`src/rtl/sar_adc_ctrl.sv`:
```
// Successive-approximation ADC controller: track/hold, MSB-first bit trials, single-shot or round-robin scan.
// Optional ADC_AVG_EN: each result is the truncated mean of 2^AVG_LOG2 back-to-back conversions.
`timescale 1ns/1ps
module sar_adc_ctrl #(
  parameter int WIDTH         = 10,
  parameter int NUM_CH        = 4,
  parameter int SAMPLE_CYCLES = 4,
  parameter int SETTLE_CYCLES = 2,
  parameter int AVG_LOG2      = 2,
  localparam int CH_W         = (NUM_CH > 1) ? $clog2(NUM_CH) : 1
) (
  input  logic             clk,
  input  logic             reset,
  input  logic             start,
  input  logic             scan,
  input  logic [CH_W-1:0]  ch_req,
  input  logic             cmp_in,
  output logic [WIDTH-1:0] bitctrl,
  output logic [CH_W-1:0]  ch_sel,
  output logic             sample,
  output logic             busy,
  output logic [WIDTH-1:0] D,
  output logic [CH_W-1:0]  d_ch,
  output logic             valid
);

  localparam int CNT_MAX = (SAMPLE_CYCLES > SETTLE_CYCLES) ? SAMPLE_CYCLES : SETTLE_CYCLES;
  localparam int CNT_W   = $clog2(CNT_MAX + 1);
  localparam int BIT_W   = $clog2(WIDTH);

  typedef enum logic [1:0] {IDLE, SAMPLE, CONVERT, DONE} state_t;

  state_t           state, state_nxt;
  logic [CNT_W-1:0] cnt;
  logic [BIT_W-1:0] bit_idx;
  logic [WIDTH-1:0] code;
  logic [WIDTH-1:0] trial;
  logic [WIDTH-1:0] code_kept;
  logic [WIDTH-1:0] result;
  logic [CH_W-1:0]  ch_next;
  logic             start_ok;
  logic             sample_end;
  logic             bit_end;
  logic             conv_end;
  logic             last_sub;

  assign start_ok   = start && (scan || (int'(ch_req) < NUM_CH));
  assign sample_end = (state == SAMPLE)  && (cnt == CNT_W'(SAMPLE_CYCLES - 1));
  assign bit_end    = (state == CONVERT) && (cnt == CNT_W'(SETTLE_CYCLES - 1));
  assign conv_end   = bit_end && (bit_idx == '0);
  assign trial      = code | (WIDTH'(1) << bit_idx);
  assign code_kept  = cmp_in ? trial : code;
  assign ch_next    = (int'(ch_sel) == NUM_CH - 1) ? '0 : ch_sel + CH_W'(1);

`ifdef ADC_AVG_EN
  localparam int ACC_W = WIDTH + AVG_LOG2;
  localparam int SUB_W = (AVG_LOG2 > 0) ? AVG_LOG2 : 1;

  logic [ACC_W-1:0] acc;
  logic [ACC_W-1:0] acc_sum;
  logic [SUB_W-1:0] sub;

  assign acc_sum  = acc + ACC_W'(code_kept);
  assign last_sub = (sub == SUB_W'((1 << AVG_LOG2) - 1));
  assign result   = WIDTH'(acc_sum >> AVG_LOG2);
`else
  assign last_sub = 1'b1;
  assign result   = code_kept;
`endif

  always_ff @(posedge clk) begin
    if (reset) state <= IDLE;
    else       state <= state_nxt;
  end

  // valid is only set at the end of the final sub-conversion, so in DONE it
  // also tells whether another averaging pass on the same channel is due.
  always_comb begin
    state_nxt = state;
    busy      = (state != IDLE);
    sample    = 1'b0;
    bitctrl   = '0;
    case (state)
      IDLE:    if (start_ok) state_nxt = SAMPLE;
      SAMPLE: begin
        sample = 1'b1;
        if (sample_end) state_nxt = CONVERT;
      end
      CONVERT: begin
        bitctrl = trial;
        if (conv_end) state_nxt = DONE;
      end
      DONE: begin
        bitctrl   = code;
        state_nxt = (!valid || scan) ? SAMPLE : IDLE;
      end
      default: state_nxt = IDLE;
    endcase
  end

  // D/d_ch/valid are registered on the last bit decision so they are all
  // visible together during the DONE cycle.
  always_ff @(posedge clk) begin
    if (reset) begin
      cnt     <= '0;
      bit_idx <= '0;
      code    <= '0;
      ch_sel  <= '0;
      D       <= '0;
      d_ch    <= '0;
      valid   <= 1'b0;
`ifdef ADC_AVG_EN
      acc     <= '0;
      sub     <= '0;
`endif
    end else begin
      valid <= 1'b0;
      case (state)
        IDLE: begin
          cnt <= '0;
          if (start_ok) ch_sel <= scan ? '0 : ch_req;
        end
        SAMPLE: begin
          if (sample_end) begin
            cnt     <= '0;
            bit_idx <= BIT_W'(WIDTH - 1);
            code    <= '0;
          end else begin
            cnt <= cnt + 1'b1;
          end
        end
        CONVERT: begin
          if (bit_end) begin
            cnt     <= '0;
            code    <= code_kept;
            bit_idx <= bit_idx - 1'b1;
            if (conv_end) begin
`ifdef ADC_AVG_EN
              acc <= last_sub ? '0 : acc_sum;
              sub <= last_sub ? '0 : sub + 1'b1;
`endif
              if (last_sub) begin
                D     <= result;
                d_ch  <= ch_sel;
                valid <= 1'b1;
              end
            end
          end else begin
            cnt <= cnt + 1'b1;
          end
        end
        DONE: begin
          cnt <= '0;
          if (valid && scan) ch_sel <= ch_next;
        end
        default: cnt <= '0;
      endcase
    end
  end

endmodule

```
`config.mk`:
```
export PLATFORM = sky130hd
export DESIGN_NAME = sar_adc_ctrl
export DESIGN_NICKNAME = d
export VERILOG_FILES = /design/src/rtl/sar_adc_ctrl.sv
export SDC_FILE = /design/constraint.sdc
export NUM_CORES = 1
export LEC_CHECK = 0
export BUFFER_PORTS_ARGS = -buffer_cell sky130_fd_sc_hd__buf_2
export CAP_MARGIN = 20
export CORE_ASPECT_RATIO = 0.5
export CORE_MARGIN = 2
export CORE_UTILIZATION = 40
export CTS_CLUSTER_DIAMETER = 150
export DETAILED_ROUTE_END_ITERATION = 10
export SLEW_MARGIN = 15
export SYNTH_ARGS = -nofsm -noshare
export SYNTH_HDL_FRONTEND = slang
export SYNTH_SLANG_ARGS = --single-unit
```
`constraint.sdc`:
```
create_clock -name clk -period 3.7 [get_ports clk]
set_input_delay 1.11 -clock clk [delete_from_list [all_inputs] [get_ports clk]]
set_output_delay 1.11 -clock clk [all_outputs]
set_load 0.02 [all_outputs]
```
== After elaboration in Yosys (flattened, before gate mapping) ==
Cells that the tools add are included.

* Add/sub/neg operators: 3
* Multipliers: 0
* Div/mod/pow operators: 0
* $lt $le $gt $ge: 0
* Equal/unequal tests: 11
* Shifts and indexed selects: 1
* Muxes and demuxes: 23
* Bitwise operators: 3
* Reductions and logical operators: 17

{| class="wikitable"
|+ Operator list
! operator !! number
|-
| 10-bit one-hot mux with 2 select lines || 2
|-
| 10-bit 2-to-1 mux || 3
|-
| 2-bit 2-to-1 mux || 7
|-
| 3-bit AND reduction || 4
|-
| 2-bit inequality test (second input constant) || 5
|-
| 10-bit OR || 1
|-
| 1-bit by 4-bit << shifter with 10-bit output (first input constant) || 1
|-
| 3-bit one-hot mux with 3 select lines || 1
|-
| 4-bit 2-to-1 mux || 2
|-
| 2-bit one-hot mux with 4 select lines || 1
|-
| 4-bit one-hot mux with 2 select lines || 1
|-
| 3-bit 2-to-1 mux || 2
|-
| 2-bit nonzero test || 3
|-
| 2-bit by 1-bit == test with 1-bit output (second input constant) || 2
|-
| 2-bit == test (second input constant) || 2
|-
| 1-bit logical AND || 4
|-
| 4-bit zero test || 1
|-
| 2-bit one-hot mux with 2 select lines || 1
|-
| 4-bit by 1-bit subtractor with 4-bit output (second input constant) || 1
|-
| 3-bit by 1-bit adder with 3-bit output (second input constant) || 1
|-
| 3-bit by 1-bit == test with 1-bit output (second input constant) || 1
|-
| 3-bit by 2-bit == test with 1-bit output (second input constant) || 1
|-
| 1-bit 2-to-1 mux || 3
|-
| 3-bit OR reduction || 1
|-
| 6 further kinds || 7
|}

* Flip-flop bits (word level): 34
* Latch bits: 0
* Memory bits (writable): 0
* Bits in read-only memories: 0
* Memories: 0

== Longest topological paths before layout ==
Gate-level depths: netlist of run 1.

* Word-level depth: 5
* Depth in mapped cells: 7

== Least setup slack after synthesis of run 1 ==
Ideal clock, no wire load.

* Path type: register -> output
* Start: register state[0]
* End: output bitctrl[4]
* Arrival time: 1,448 ps
* Required time: 2,590 ps
* Slack: 1,142 ps
* Stages on the path, launching flop included: 7
* Path buffers: 1
* Path through: dfxtp_1 > inv_1 > ha_1 > buf_2 > and3b_1 > a21oi_1 > nor2_1

* Word-level cells in the longest chain between the ends: 2
* Elaborated cells on any way between the ends: 3

{| class="wikitable"
|+ RTL lines
! item !! RTL line !! text
|-
| start, declared || 33 || <nowiki>state_t state, state_nxt;</nowiki>
|-
| start signal, assigned || 73 || <nowiki>else state <= state_nxt;</nowiki>
|-
| 2-bit == test || 83 || <nowiki>case (state)</nowiki>
|-
| 10-bit one-hot mux with 2 select lines * || 83 ||
|-
| end, declared || 18 || <nowiki>output logic [WIDTH-1:0] bitctrl,</nowiki>
|}

Mark *: on every way between the ends. The rest lies on a longest branch, timed or not.

== Final worst setup path of run 1 ==
* Start: register state[0]
* End: output bitctrl[6]

The elaborated chain is that of the path after synthesis.

==> load_flow_metrics.sql, run 1 <==
INSERT INTO impl_metrics (metric_group, metric, value, unit) VALUES
('global_route', 'groute.usage.overall', '16.7', '%'),
('yosys', 'synth_cell_types', '37', ''),
('place', 'instance_area_at_placement', '1890', 'um^2'),
('floorplanning', 'die_w', '96.7', 'um'),
('floorplanning', 'top_level_ports', '34', ''),
('sta', 'slew-limit-headroom', '55.9', '%'),
('floorplanning', 'row_count', '16', ''),
('sta', 'period_needed', '3200', 'ps'),
('critical_path', 'largest_incremental_delay_on_the_critical_path', '580', 'ps'),
('pwr', 'finalPower', '1.28', 'mW'),
('yosys', 'synth_fa_ha_area_share', '10.2', '%'),
('place', 'placed_cells', '278', ''),
('place', 'place_hpwl', '2.72', 'mm'),
('sta', 'holdWs', '458', 'ps'),
('clock_tree', 'post_cts.resized_instances', '0', ''),
('critical_path', 'critPathRequiredTime', '2590', 'ps'),
('drt', 'via_count', '1482', ''),
('yosys', 'synth-simple-area-share', '23.6', '%'),
('drt', 'routed_wire_length_per_instance', '13.3', 'um'),
('place', 'port_buffers', '33', ''),
('sta', 'final_setup_fails', '0', ''),
('critical_path', 'critPathCaptureType', 'output pin', ''),
('yosys', 'syn_area_per_cell', '8.50', 'um^2'),
('finish', 'drive_above_1_share', '22.0', '%'),
('yosys', 'mappedNetlistArea', '1720', 'um^2'),
('clock_tree', 'cts-htree-levels', '2', ''),
('sta', 'report.final.slew_viol_count', '0', ''),
('floorplanning', 'die_height', '50.3', 'um'),
('hold_path', 'worstHoldPathType', 'reg2reg', ''),
('finish', 'n_fill_cell', '398', ''),
('clock_tree', 'cts_buffers', '5', ''),
('status', 'run_status', 'complete, no violations', ''),
('place', 'gp_congestion', '0.765', ''),
('sta', 'fin_tns_setup', '0', 'ps'),
('drt', 'number_of_vias_per_cell', '5.18', ''),
('place', 'placement.setup.worst_slack', '786', 'ps'),
('yosys', 'synth.largest_area_cell', 'dfxtp_1', ''),
('drt', 'antenna_violating_nets_post_route', '0', ''),
('finish', 'final_core_util', '50.0', '%'),
('clock_tree', 'number_of_buffers_on_the_longest_clock_path', '2', ''),
('yosys', 'yosys_most_used_dff', 'dfxtp_1', ''),
('yosys', 'syn-instance-count', '202', ''),
('hold_path', 'hp-start', 'cnt[0]', ''),
('drt', 'postRouteWirelength', '3.82', 'mm'),
('drt', 'drt_first_pass_iters', '4', ''),
('yosys', 'netlist.area_leader.share', '39.6', '%'),
('critical_path', 'cpMaxStageDelayCell', 'nor2_1', ''),
('finish', 'insertedDiodeCount', '0', ''),
('pwr', 'power.static_leakage', '0.850', 'nW'),
('floorplanning', 'core_box_area', '4000', 'um^2'),
('critical_path', 'cp-startpoint', 'state[0]', ''),
('yosys', 'synth.mux.area_fraction', '0.583', '%'),
('yosys', 'synthesized_area_fraction_occupied_by_xor_and_xnor_cells', '0.510', '%'),
('job', 'maxCapViolCount', '0', ''),
('clock_tree', 'post_cts_hold_buffer_count', '0', ''),
('floorplanning', 'design.die.area', '4870', 'um^2'),
('global_route', 'grt_first_pass_wirelength', '6.32', 'mm'),
('clock_tree', 'cts_setup_buffers', '0', ''),
('critical_path', 'timing.critical_path.fanout_max', '14', ''),
('yosys', 'number_of_enable_type_register_cells_in_the_synthesized_netlist', '0', ''),
('finish', 'fin_nets', '252', ''),
('finish', 'finish.cell_count_without_fillers', '286', ''),
('sta', 'worst_clock_skew', '2.45', 'ps'),
('sta', 'finalWorstSetupSlack', '505', 'ps'),
('critical_path', 'r2r-start', 'state[0]', ''),
('clock_tree', 'cts.reportedPaths.clkPinSlew', '70', 'ps'),
('clock_tree', 'tritoncts', 'done', ''),
('critical_path', 'arrival', '2090', 'ps'),
('yosys', 'postSynth.asyncResetShare', '0', '%'),
('clock_tree', 'cts_num_sinks', '34', ''),
('global_route', 'grt_pass1_vias', '1364', '');
==> cell usage after synthesis (all sizes together) (2+ instances only) <==
library cell	n
a211oi	10
a21bo	2
a21oi	17
a311oi	3
a31oi	10
a41oi	3
and3b	2
buf	6
clkbuf	5
dfxtp	34
ha	14
inv	9
nand2	7
nand2b	2
nand3	2
nand3b	2
nor2	47
nor2b	4
nor3	11
nor3b	3
==> area by class of cell <==
cell class | instances | area, um^2 | area share [%]
timing repair buffer | 33 | 165 | 8.24
inverter | 9 | 33.8 | 1.69
sequential | 34 | 681 | 34.0
multi-input combinational | 148 | 946 | 47.2
tap | 54 | 67.6 | 3.37
clock buffer | 8 | 110 | 5.50
==> worst paths after layout <==
check | endpoint | slack (ps) | cells after the start
setup / recovery | bitctrl[6] | 500 | 5
hold reg to reg | cnt[0] | 460 | 1
setup reg to reg | D[9] | 1360 | 6
hold / removal | cnt[0] | 460 | 1
==> flip-flops by register name (all words and copies together) (netlist names) <==
| register | flops |
|---|---|
| D | 10 |
| code | 10 |
| bit_idx | 4 |
| cnt | 3 |
| ch_sel | 2 |
| d_ch | 2 |
| state | 2 |
| valid | 1 |
==> per-layer routing <==
metal | GRT usage, % | part of all wire, % | vias up
met5 | 0 | 0 | -
met4 | 7.98 | 2.0 | 0
met3 | 5.57 | 5.6 | 8
met2 | 25.0 | 42 | 37
met1 | 22.0 | 50 | 674
li1 | - | - | 763
==> cell families after synthesis <==
family	count (synthesis)
AOI/OAI and AO/OA	49
xor gates and xnor gates	1
adders and majority gates	14
buffers and inverters	20
DFF	34
muxes	1
and+or+nand+nor	83
==> critical path, delay by kind of cell (launching register included) <==
| family | cells | cell delay [ps] |
|---|---|---|
| and+or+nand+nor | 2 | 700 |
| DFF | 1 | 410 |
| buffers and inverters | 2 | 310 |
| adders and majority gates | 1 | 380 |
==> placed cells by master, fill, tap and decap left out, types with 3 or more instances in the layout <==
| cell type | instances |
|---|---|
| a211oi_1 | 8 |
| a21oi_1 | 16 |
| a31oi_1 | 10 |
| a41oi_1 | 3 |
| buf_2 | 33 |
| clkbuf_8 | 8 |
| dfxtp_1 | 34 |
| ha_1 | 14 |
| inv_1 | 9 |
| nand2_1 | 7 |
| nor2_1 | 47 |
| nor2b_1 | 4 |
| nor3_1 | 9 |
==> where the power goes <==
group          internal, mW  switching (mW)
combinational         0.177           0.315
sequential            0.415          0.0523
clock                 0.188           0.137
(Power assumes the default switching activity.)
==> run 2: changes to the inputs <==
==> constraint.sdc (replaced) <==
create_clock -name clk -period 3.7 [get_ports clk]
set_input_delay 0.185 -clock clk [delete_from_list [all_inputs] [get_ports clk]]
set_output_delay 0.185 -clock clk [all_outputs]
set_load 0.02 [all_outputs]
==> load_flow_metrics.sql, run 2 (same netlist as run 1, synthesis figures left out) <==
INSERT INTO impl_metrics (metric_group, metric, value, unit) VALUES
('status', 'run_status', 'complete, no violations', ''),
('drt', 'antenna_violating_nets_post_route', '0', ''),
('place', 'port_buffers', '33', ''),
('critical_path', 'reg2reg_slack', '1450', 'ps'),
('place', 'instance_area_at_placement', '1890', 'um^2'),
('floorplanning', 'row_count', '16', ''),
('drt', 'postRouteWirelength', '3.76', 'mm'),
('place', 'place_hpwl', '2.75', 'mm'),
('finish', 'fin_nets', '252', ''),
('pwr', 'power-per-cell-area', '617', 'nW/um^2'),
('floorplanning', 'design.die.area', '4870', 'um^2'),
('finish', 'insertedDiodeCount', '0', ''),
('critical_path', 'reg2regPathDepth', '6', ''),
('finish', 'area_growth', '14.6', '%'),
('drt', 'detailedRoute.firstIterationViolations', '47', ''),
('drt', 'drt_first_pass_iters', '4', ''),
('sta', 'finalWorstSetupSlack', '1430', 'ps'),
('global_route', 'groute.usage.overall', '16.4', '%'),
('critical_path', 'critPathLaunchType', 'flip-flop', ''),
('sta', 'fin_tns_setup', '0', 'ps'),
('clock_tree', 'cts_num_sinks', '34', ''),
('sta', 'grt_setup_unrepaired', 'false', ''),
('finish', 'drive_above_1_share', '20.8', '%'),
('finish', 'most_common_cell_after_layout_fill_and_taps_aside', 'nor2_1', ''),
('global_route', 'grt.overflow.total', '0', ''),
('drt', 'remaining_drc_errors', '0', ''),
('drt', 'via_count', '1492', ''),
('floorplanning', 'die_height', '50.3', 'um'),
('critical_path', 'r2r_end', 'D[9]', ''),
('floorplanning', 'die_w', '96.7', 'um'),
('clock_tree', 'cts-htree-levels', '2', ''),
('sta', 'timing.final.crit_share', '61.4', '%'),
('clock_tree', 'number_of_buffers_on_the_longest_clock_path', '2', ''),
('drt', 'number_of_vias_per_cell', '5.24', ''),
('pwr', 'peakVddDrop', '253', 'uV'),
('sta', 'fmaxAchievable', '440', 'MHz'),
('critical_path', 'arrival', '2090', 'ps'),
('sta', 'final_setup_fails', '0', ''),
('job', 'maxCapViolCount', '0', ''),
('floorplanning', 'starting_density_of_the_core', '42.9', '%'),
('global_route', 'grt_pass1_vias', '1344', ''),
('floorplanning', 'top_level_ports', '34', ''),
('finish', 'final_core_util', '49.2', '%'),
('global_route', 'grt_first_pass_wirelength', '6.31', 'mm'),
('critical_path', 'critPathRequiredTime', '3510', 'ps'),
('global_route', 'grt_antenna_before_repair', '0', ''),
('clock_tree', 'post_cts.resized_instances', '0', ''),
('sta', 'slew-limit-headroom', '54.0', '%'),
('sta', 'worst_pin_slew', '687', 'ps'),
('sta', 'holdWs', '281', 'ps'),
('hold_path', 'timing.hold.worst_path_depth', '3', ''),
('hold_path', 'worstHoldPathType', 'in2reg', ''),
('hold_path', 'hp-start', 'ch_req[1]', ''),
('critical_path', 'timing.critical_path.fanout_max', '14', ''),
('critical_path', 'critPathCaptureType', 'output pin', ''),
('clock_tree', 'post_cts_hold_buffer_count', '0', ''),
('clock_tree', 'insertion_delay', '280', 'ps'),
('floorplanning', 'core_box_area', '4000', 'um^2'),
('finish', 'stdcell_area', '1970', 'um^2'),
('place', 'placement.setup.worst_slack', '1490', 'ps'),
('clock_tree', 'clockRootBuffer', 'clkbuf_8', ''),
('finish', 'top_regs', 'D x10, code x10, bit_idx x4', ''),
('clock_tree', 'cts_buffers', '5', ''),
('sta', 'worst_clock_skew', '5.02', 'ps'),
('clock_tree', 'cts_setup_buffers', '0', ''),
('global_route', 'grt_start_max_net_pins', '22', ''),
('drt', 'routed_wire_length_per_instance', '13.2', 'um'),
('pwr', 'power.static_leakage', '0.831', 'nW'),
('sta', 'period_needed', '2270', 'ps'),
('critical_path', 'r2r-start', 'state[0]', ''),
('critical_path', 'criticalPathCategory', 'reg2out', ''),
('finish', 'layout_common_cells', 'nor2_1 (47), dfxtp_1 (34), buf_2 (33), a21oi_1 (16), ha_1 (14)', ''),
('clock_tree', 'cts.reportedPaths.clkPinSlew', '70', 'ps'),
('place', 'gp_congestion', '0.851', ''),
('sta', 'report.final.slew_viol_count', '0', ''),
('clock_tree', 'tritoncts', 'done', ''),
('finish', 'n_fill_cell', '433', ''),
('hold_path', 'holdPathEnd', 'ch_sel[1]', ''),
('sta', 'hold_viol_final', '0', '');
-- run 2: changes by cell type in the layout (fill, tap and decap cells not counted) --
cell,delta
clkbuf_1,+2
clkbuf_8,-3
-- run 2: worst max-delay path by stage --
stage	to	start	slack, ps
2_1_floorplan	code[8]	state[1]	1980
3_3_place_gp	D[9]	state[0]	1600
3_5_place_dp	D[9]	state[0]	1490
4_1_cts	bitctrl[0]	state[0]	1390
5_1_grt	D[9]	state[0]	1180
6_report	bitctrl[1]	state[0]	1430
-- run 2: per-stage QoR --
step | total power, mW | instances
CTS | 1.23 | 285
detailed placement | 0.968 | 278
global route | 1.32 | 285
global placement | 0.960 | 278
floorplan | 0.855 | 202
finish | 1.22 | 285
-- run 2: cell type report --
cell class / instances / area (um^2) / share of cell area [%]
repair buffers: 33 / 165 / 8.39
inverters: 9 / 33.8 / 1.72
clock buffers: 7 / 76.3 / 3.88
multi-input cells: 148 / 946 / 48.0
well taps: 54 / 67.6 / 3.43
flip-flops and latches: 34 / 681 / 34.6
-- run 2: layer usage --
metal / vias to the layer above / GRT usage, % / part of all wire [%]
met5: - / 0 / 0
met4: 0 / 3.99 / 0.35
met3: 2 / 7.52 / 5.9
met2: 40 / 24.4 / 41
met1: 689 / 21.7 / 53
li1: 761 / - / -
-- run 2: critical path, stage by stage, from the launching register on --
cell and delay, ps:
dfxtp_1 400, inv_1 120, ha_1 380, nor2_1 600
nor2_1 120, buf_2 190
-- run 2: where the power goes --
group          switching, mW  leakage, nW  total, mW  internal, mW
clock                  0.129       0.0383      0.258         0.130
sequential            0.0521        0.275      0.467         0.415
combinational          0.315        0.517      0.491         0.176
total                  0.496        0.831       1.22         0.720
